### src/rtl/comp_unit.sv
// Single-operand unary ALU (pass / ones / twos / abs) feeding a 2-entry in-order result buffer.
// Optional COMP_UNIT_SAT_EN: saturate the most-negative negation overflow to the most-positive value.
module comp_unit #(
  parameter int BUS_WIDTH = 8
) (
  input  logic                 clk,
  input  logic                 rst,
  input  logic                 in_valid,
  output logic                 in_ready,
  input  logic [BUS_WIDTH-1:0] A,
  input  logic [BUS_WIDTH-1:0] B,
  input  logic                 operand_flag,
  input  logic [1:0]           mode,
  output logic                 out_valid,
  input  logic                 out_ready,
  output logic [BUS_WIDTH-1:0] Y,
  output logic                 zero_flag,
  output logic                 ovf_flag
);

  localparam logic [BUS_WIDTH-1:0] MIN_VAL = {1'b1, {(BUS_WIDTH-1){1'b0}}};

  logic [BUS_WIDTH-1:0] ent_y [2];
  logic                 ent_z [2];
  logic                 ent_o [2];
  logic                 wr_ptr;
  logic                 rd_ptr;
  logic [1:0]           count;

  logic [BUS_WIDTH-1:0] x_sel;
  logic [BUS_WIDTH-1:0] x_neg;
  logic [BUS_WIDTH-1:0] res_y;
  logic                 res_z;
  logic                 res_o;
  logic                 push;
  logic                 pop;
  logic                 rd_nx;
  logic [1:0]           count_nx;
  logic [BUS_WIDTH-1:0] head_y;
  logic                 head_z;
  logic                 head_o;

  always_comb begin
    x_sel = operand_flag ? A : B;
    x_neg = ~x_sel + {{(BUS_WIDTH-1){1'b0}}, 1'b1};
    res_o = mode[1] && (x_sel == MIN_VAL);
    case (mode)
      2'b00:   res_y = x_sel;
      2'b01:   res_y = ~x_sel;
      2'b10:   res_y = x_neg;
      default: res_y = x_sel[BUS_WIDTH-1] ? x_neg : x_sel;
    endcase
`ifdef COMP_UNIT_SAT_EN
    if (res_o)
      res_y = ~MIN_VAL;
`endif
    res_z = (res_y == '0);
  end

  always_comb begin
    push  = in_valid && in_ready;
    pop   = out_valid && out_ready;
    rd_nx = rd_ptr ^ pop;
    case ({push, pop})
      2'b10:   count_nx = count + 2'd1;
      2'b01:   count_nx = count - 2'd1;
      default: count_nx = count;
    endcase
    // The next head may be the entry being written on this same edge.
    if (push && (wr_ptr == rd_nx)) begin
      head_y = res_y;
      head_z = res_z;
      head_o = res_o;
    end else begin
      head_y = ent_y[rd_nx];
      head_z = ent_z[rd_nx];
      head_o = ent_o[rd_nx];
    end
  end

  always_ff @(posedge clk or posedge rst) begin
    if (rst) begin
      ent_y[0]  <= '0;
      ent_y[1]  <= '0;
      ent_z[0]  <= 1'b0;
      ent_z[1]  <= 1'b0;
      ent_o[0]  <= 1'b0;
      ent_o[1]  <= 1'b0;
      wr_ptr    <= 1'b0;
      rd_ptr    <= 1'b0;
      count     <= 2'd0;
      in_ready  <= 1'b0;
      out_valid <= 1'b0;
      Y         <= '0;
      zero_flag <= 1'b0;
      ovf_flag  <= 1'b0;
    end else begin
      if (push) begin
        ent_y[wr_ptr] <= res_y;
        ent_z[wr_ptr] <= res_z;
        ent_o[wr_ptr] <= res_o;
        wr_ptr        <= ~wr_ptr;
      end
      rd_ptr    <= rd_nx;
      count     <= count_nx;
      in_ready  <= (count_nx != 2'd2);
      out_valid <= (count_nx != 2'd0);
      // Empty buffer keeps presenting the last popped result.
      if (count_nx != 2'd0) begin
        Y         <= head_y;
        zero_flag <= head_z;
        ovf_flag  <= head_o;
      end
    end
  end

endmodule

### config.mk
export PLATFORM = sky130hd
export DESIGN_NAME = comp_unit
export DESIGN_NICKNAME = d
export VERILOG_FILES = /design/src/rtl/comp_unit.sv
export SDC_FILE = /design/constraint.sdc
export NUM_CORES = 1
export LEC_CHECK = 0
export ABC_AREA = 1
export CAP_MARGIN = 10
export CELL_PAD_IN_SITES_DETAIL_PLACEMENT = 1
export CELL_PAD_IN_SITES_GLOBAL_PLACEMENT = 1
export CORE_MARGIN = 2
export CORE_UTILIZATION = 35
export CTS_CLUSTER_SIZE = 30
export DETAILED_ROUTE_END_ITERATION = 10
export PLACE_DENSITY = 0.75
export SETUP_SLACK_MARGIN = 0.15
export SLEW_MARGIN = 0
export SYNTH_ARGS = -nofsm -noshare
export SYNTH_HDL_FRONTEND = slang
export SYNTH_SLANG_ARGS = --single-unit
### constraint.sdc
create_clock -name clk -period 1.7 [get_ports clk]
set_input_delay 0.17 -clock clk [delete_from_list [all_inputs] [get_ports clk]]
set_output_delay 0.17 -clock clk [all_outputs]
set_load 0.02 [all_outputs]
==> summary.md <==
| Metric | Value |
|---|---|
| Drt via density | 5.03 |
| GRT Total Usage | 22.7% |
| Outcome | finished, violations left |
| Internal power | 3.23 mW |
| Fill count | 778 |
| GPL Wtd Cong | 0.829 |
| DRC | 0 |
| Final worst slack | -0.143 ns |
| CTS tree | yes |
| Area growth syn-to-layout | 58.3% |
| Layout Nets | 464 |
| Arrival time worst endpoint | 2.01 ns |
| Initial Utilization | 36.3% |
| Setup TNS | -0.993 ns |
| First-pass DRT Iterations | 4 |
| Netlist cell types | 31 |
| Post-synth top area share | 39.1% |
| Total number of vias | 2594 |
| Root buffer cell | clkbuf_8 |
| Pleak | 1.86 nW |
| CP Launch Point | out_valid |
| Synth Cell Area | 2310 µm² |
| Num ports | 35 |
| First-pass GRT wire length | 13100 µm |
| RSZ-0062 raised after global routing | yes |
| Post-DP HPWL | 5400 µm |
| Pwr Density | 1590 nW/µm² |
| Synth top cells by count | nand2_1 (121), inv_1 (38), dfrtp_1 (36) |
| Initial detailed-routing violation count | 129 |
| FF-to-FF Start | out_valid |
| Cts bufs inserted | 5 |
| Final clock skew | 0.00534 ns |
| Hold Violations, Final | 0 |
| IO Port Bufs | 34 |
| Largest cells by area after synthesis | dfrtp_1 (39%), nand2_1 (20%), inv_1 (6.2%) |
| Max frequency | 0.542 GHz |
| Clock Pin Slew Worst Setup and Hold Paths | 0.08 ns |
| Ys flop type | dfrtp_1 |
| HP Class | in -> async |
| Layout cell share with drive strength beyond 1 | 38.5% |
| Worst Path Max Fanout | 5 |
| FFs w/ async S/R, synth | 100% |
| Relative slew slack | 68.1% |
| Maximum clock insertion buffer count | 2 |
| Die Span Y | 85.2 µm |
| YS warnings | 0 |
| Post-Syn Nets | 360 |
| # Max-Cap Violations | 0 |
| Number of antenna repair diodes | 0 |
| Number of synthesized register bits | 36 |
| Comb power frac | 63.1% |
| Sw Ratio | 44.5% |
| Vias in the first global route | 2712 |
| Top-count cell post-synth | nand2_1 |
| Failing checks | setup timing |
| Post-synthesis cell count | 334 |
| Antenna-violating nets left | 0 |
| Core Box Area | 6350 µm² |
| Worst Tran Pin Value | 0.478 ns |
| Max-slew violation count | 0 |
| GR Overflow Total | 0 |
| H-tree depth | 2 |
| Register area share after synthesis | 39.1% |
| Largest area contributor in the netlist | dfrtp_1 |
| Antenna violations before repair | 0 |
| Min Tclk post-route | 1.84 ns |
| Clk_lat worst skew | 0.29 ns |
| Die area | 7250 µm² |
| Largest net degree at the start of global routing | 37 |
| Rows | 29 |
| P_sw | 2.59 mW |
| Seq pwr share | 25.7% |
| CP endpoint kind | flop |
| Critical path class | reg -> reg |
| Die W | 85.2 µm |
| Clock Power Share | 11.2% |
| Max VDD drop | 1.65 mV |
| Wire length per cell | 16.3 µm |
| Crit path launch type | flop |
| Synthesized area per cell | 6.90 µm² |
| Number of synthesized flops with an enable pin | 0 |
| Worst endpoint required time | 1.86 ns |
| Final Util | 57.5% |
| Final setup viols | 14 |
| Period utilization | 108% |
| Sinks on Clock Net | 36 |
| Final Routed Wirelength | 8430 µm |
## per-layer routing
metal | global-route usage, % | vias to the layer above | part of all wire (%)
met5 | 0 | - | 0
met4 | 5.63 | 0 | 0.63
met3 | 2.72 | 7 | 2.5
met2 | 39.7 | 35 | 53
met1 | 29.9 | 1293 | 43
li1 | - | 1259 | -
## per-stage QoR
| step | setup WS [ns] | hold slack, ns | instance area, µm² | std cells | power [mW] |
|---|---|---|---|---|---|
| floorplan | -0.0771 | 0.337 | 2390 | 334 | 3.15 |
| finish | -0.143 | 0.283 | 3650 | 516 | 5.82 |
| detailed placement | -0.800 | 0.467 | 3140 | 486 | 4.30 |
| CTS | -0.0349 | 0.302 | 3490 | 512 | 5.51 |
| global route | -0.264 | 0.323 | 3650 | 516 | 6.25 |
| global placement | -0.693 | 0.460 | 3140 | 486 | 4.21 |
## kinds of logic after synthesis
logic type | synth area share [%]
AND/OR/NAND/NOR | 37.7
AO/OA/AOI/OAI | 10.5
adder cells (fa/ha/maj) | 1.63
buffers and inverters | 10.0
flip-flops | 39.1
XOR/XNOR | 1.09
## registers in the layout, summed over array words and instances (netlist names)
name	cells
count	2
ent_z	2
in_ready	1
ent_o	2
rd_ptr	1
wr_ptr	1
ent_y	16
zero_flag	1
out_valid	1
ovf_flag	1
Y	8
## layout by cell type, fill, tap and decap left out, drive strengths merged, types with 2 or more instances in the layout
cell,instances
clkinvlp,2
nand3,24
a31oi,3
dlygate4sd2,10
and2,2
o21ai,31
nor2,34
buf,73
clkbuf,7
inv,41
dfrtp,36
nand2,135
a21oi,4
o211ai,4
clkdlybuf4s15,2
ha,3
clkdlybuf4s50,20
## power groups by stage
stage / clock [mW] / combinational, mW / sequential, mW
2_1_floorplan: 0 / 1.55 / 1.60
3_3_place_gp: 0 / 2.75 / 1.46
3_5_place_dp: 0 / 2.83 / 1.47
4_1_cts: 0.668 / 3.37 / 1.47
5_1_grt: 0.719 / 3.99 / 1.54
6_report: 0.653 / 3.67 / 1.49
## area by class of cell
cell class / count / area, µm² / share of cell area [%]
clock buffer: 7 / 86.3 / 2.36
clock inverter: 1 / 7.51 / 0.206
inverter: 42 / 176 / 4.83
multi-input combinational: 247 / 1430 / 39.1
sequential: 36 / 903 / 24.7
tap: 77 / 96.3 / 2.64
timing repair buffer: 106 / 952 / 26.1
## what timing repair did
item,4_1_cts,5_1_grt
resized for setup,58,42
setup endpoints to repair,29,28
pin swaps,35,13
cloned,1,0
hold buffers,0,0
buffers inserted,17,4
## final timing paths
kind | endpoint | slack (ns) | cells past startpoint
setup / recovery | Y[5] | -0.14 | 9
max in group asynchronous | out_valid | 1.06 | 3
min in group clk | ent_y[5] | 0.49 | 2
hold / removal | count[0] | 0.28 | 3
setup reg to reg | Y[5] | -0.14 | 9
hold reg to reg | ent_y[5] | 0.49 | 2
## critical path: stages, from the launching register on
cell,delay (ns)
dfrtp_2,0.41
nand2_2,0.07
buf_4,0.13
xor2_4,0.20
nor2_1,0.09
nor2_1,0.19
nand2_2,0.17
buf_6,0.17
o211ai_1,0.14
a31oi_4,0.13
(Power assumes the default switching activity.)
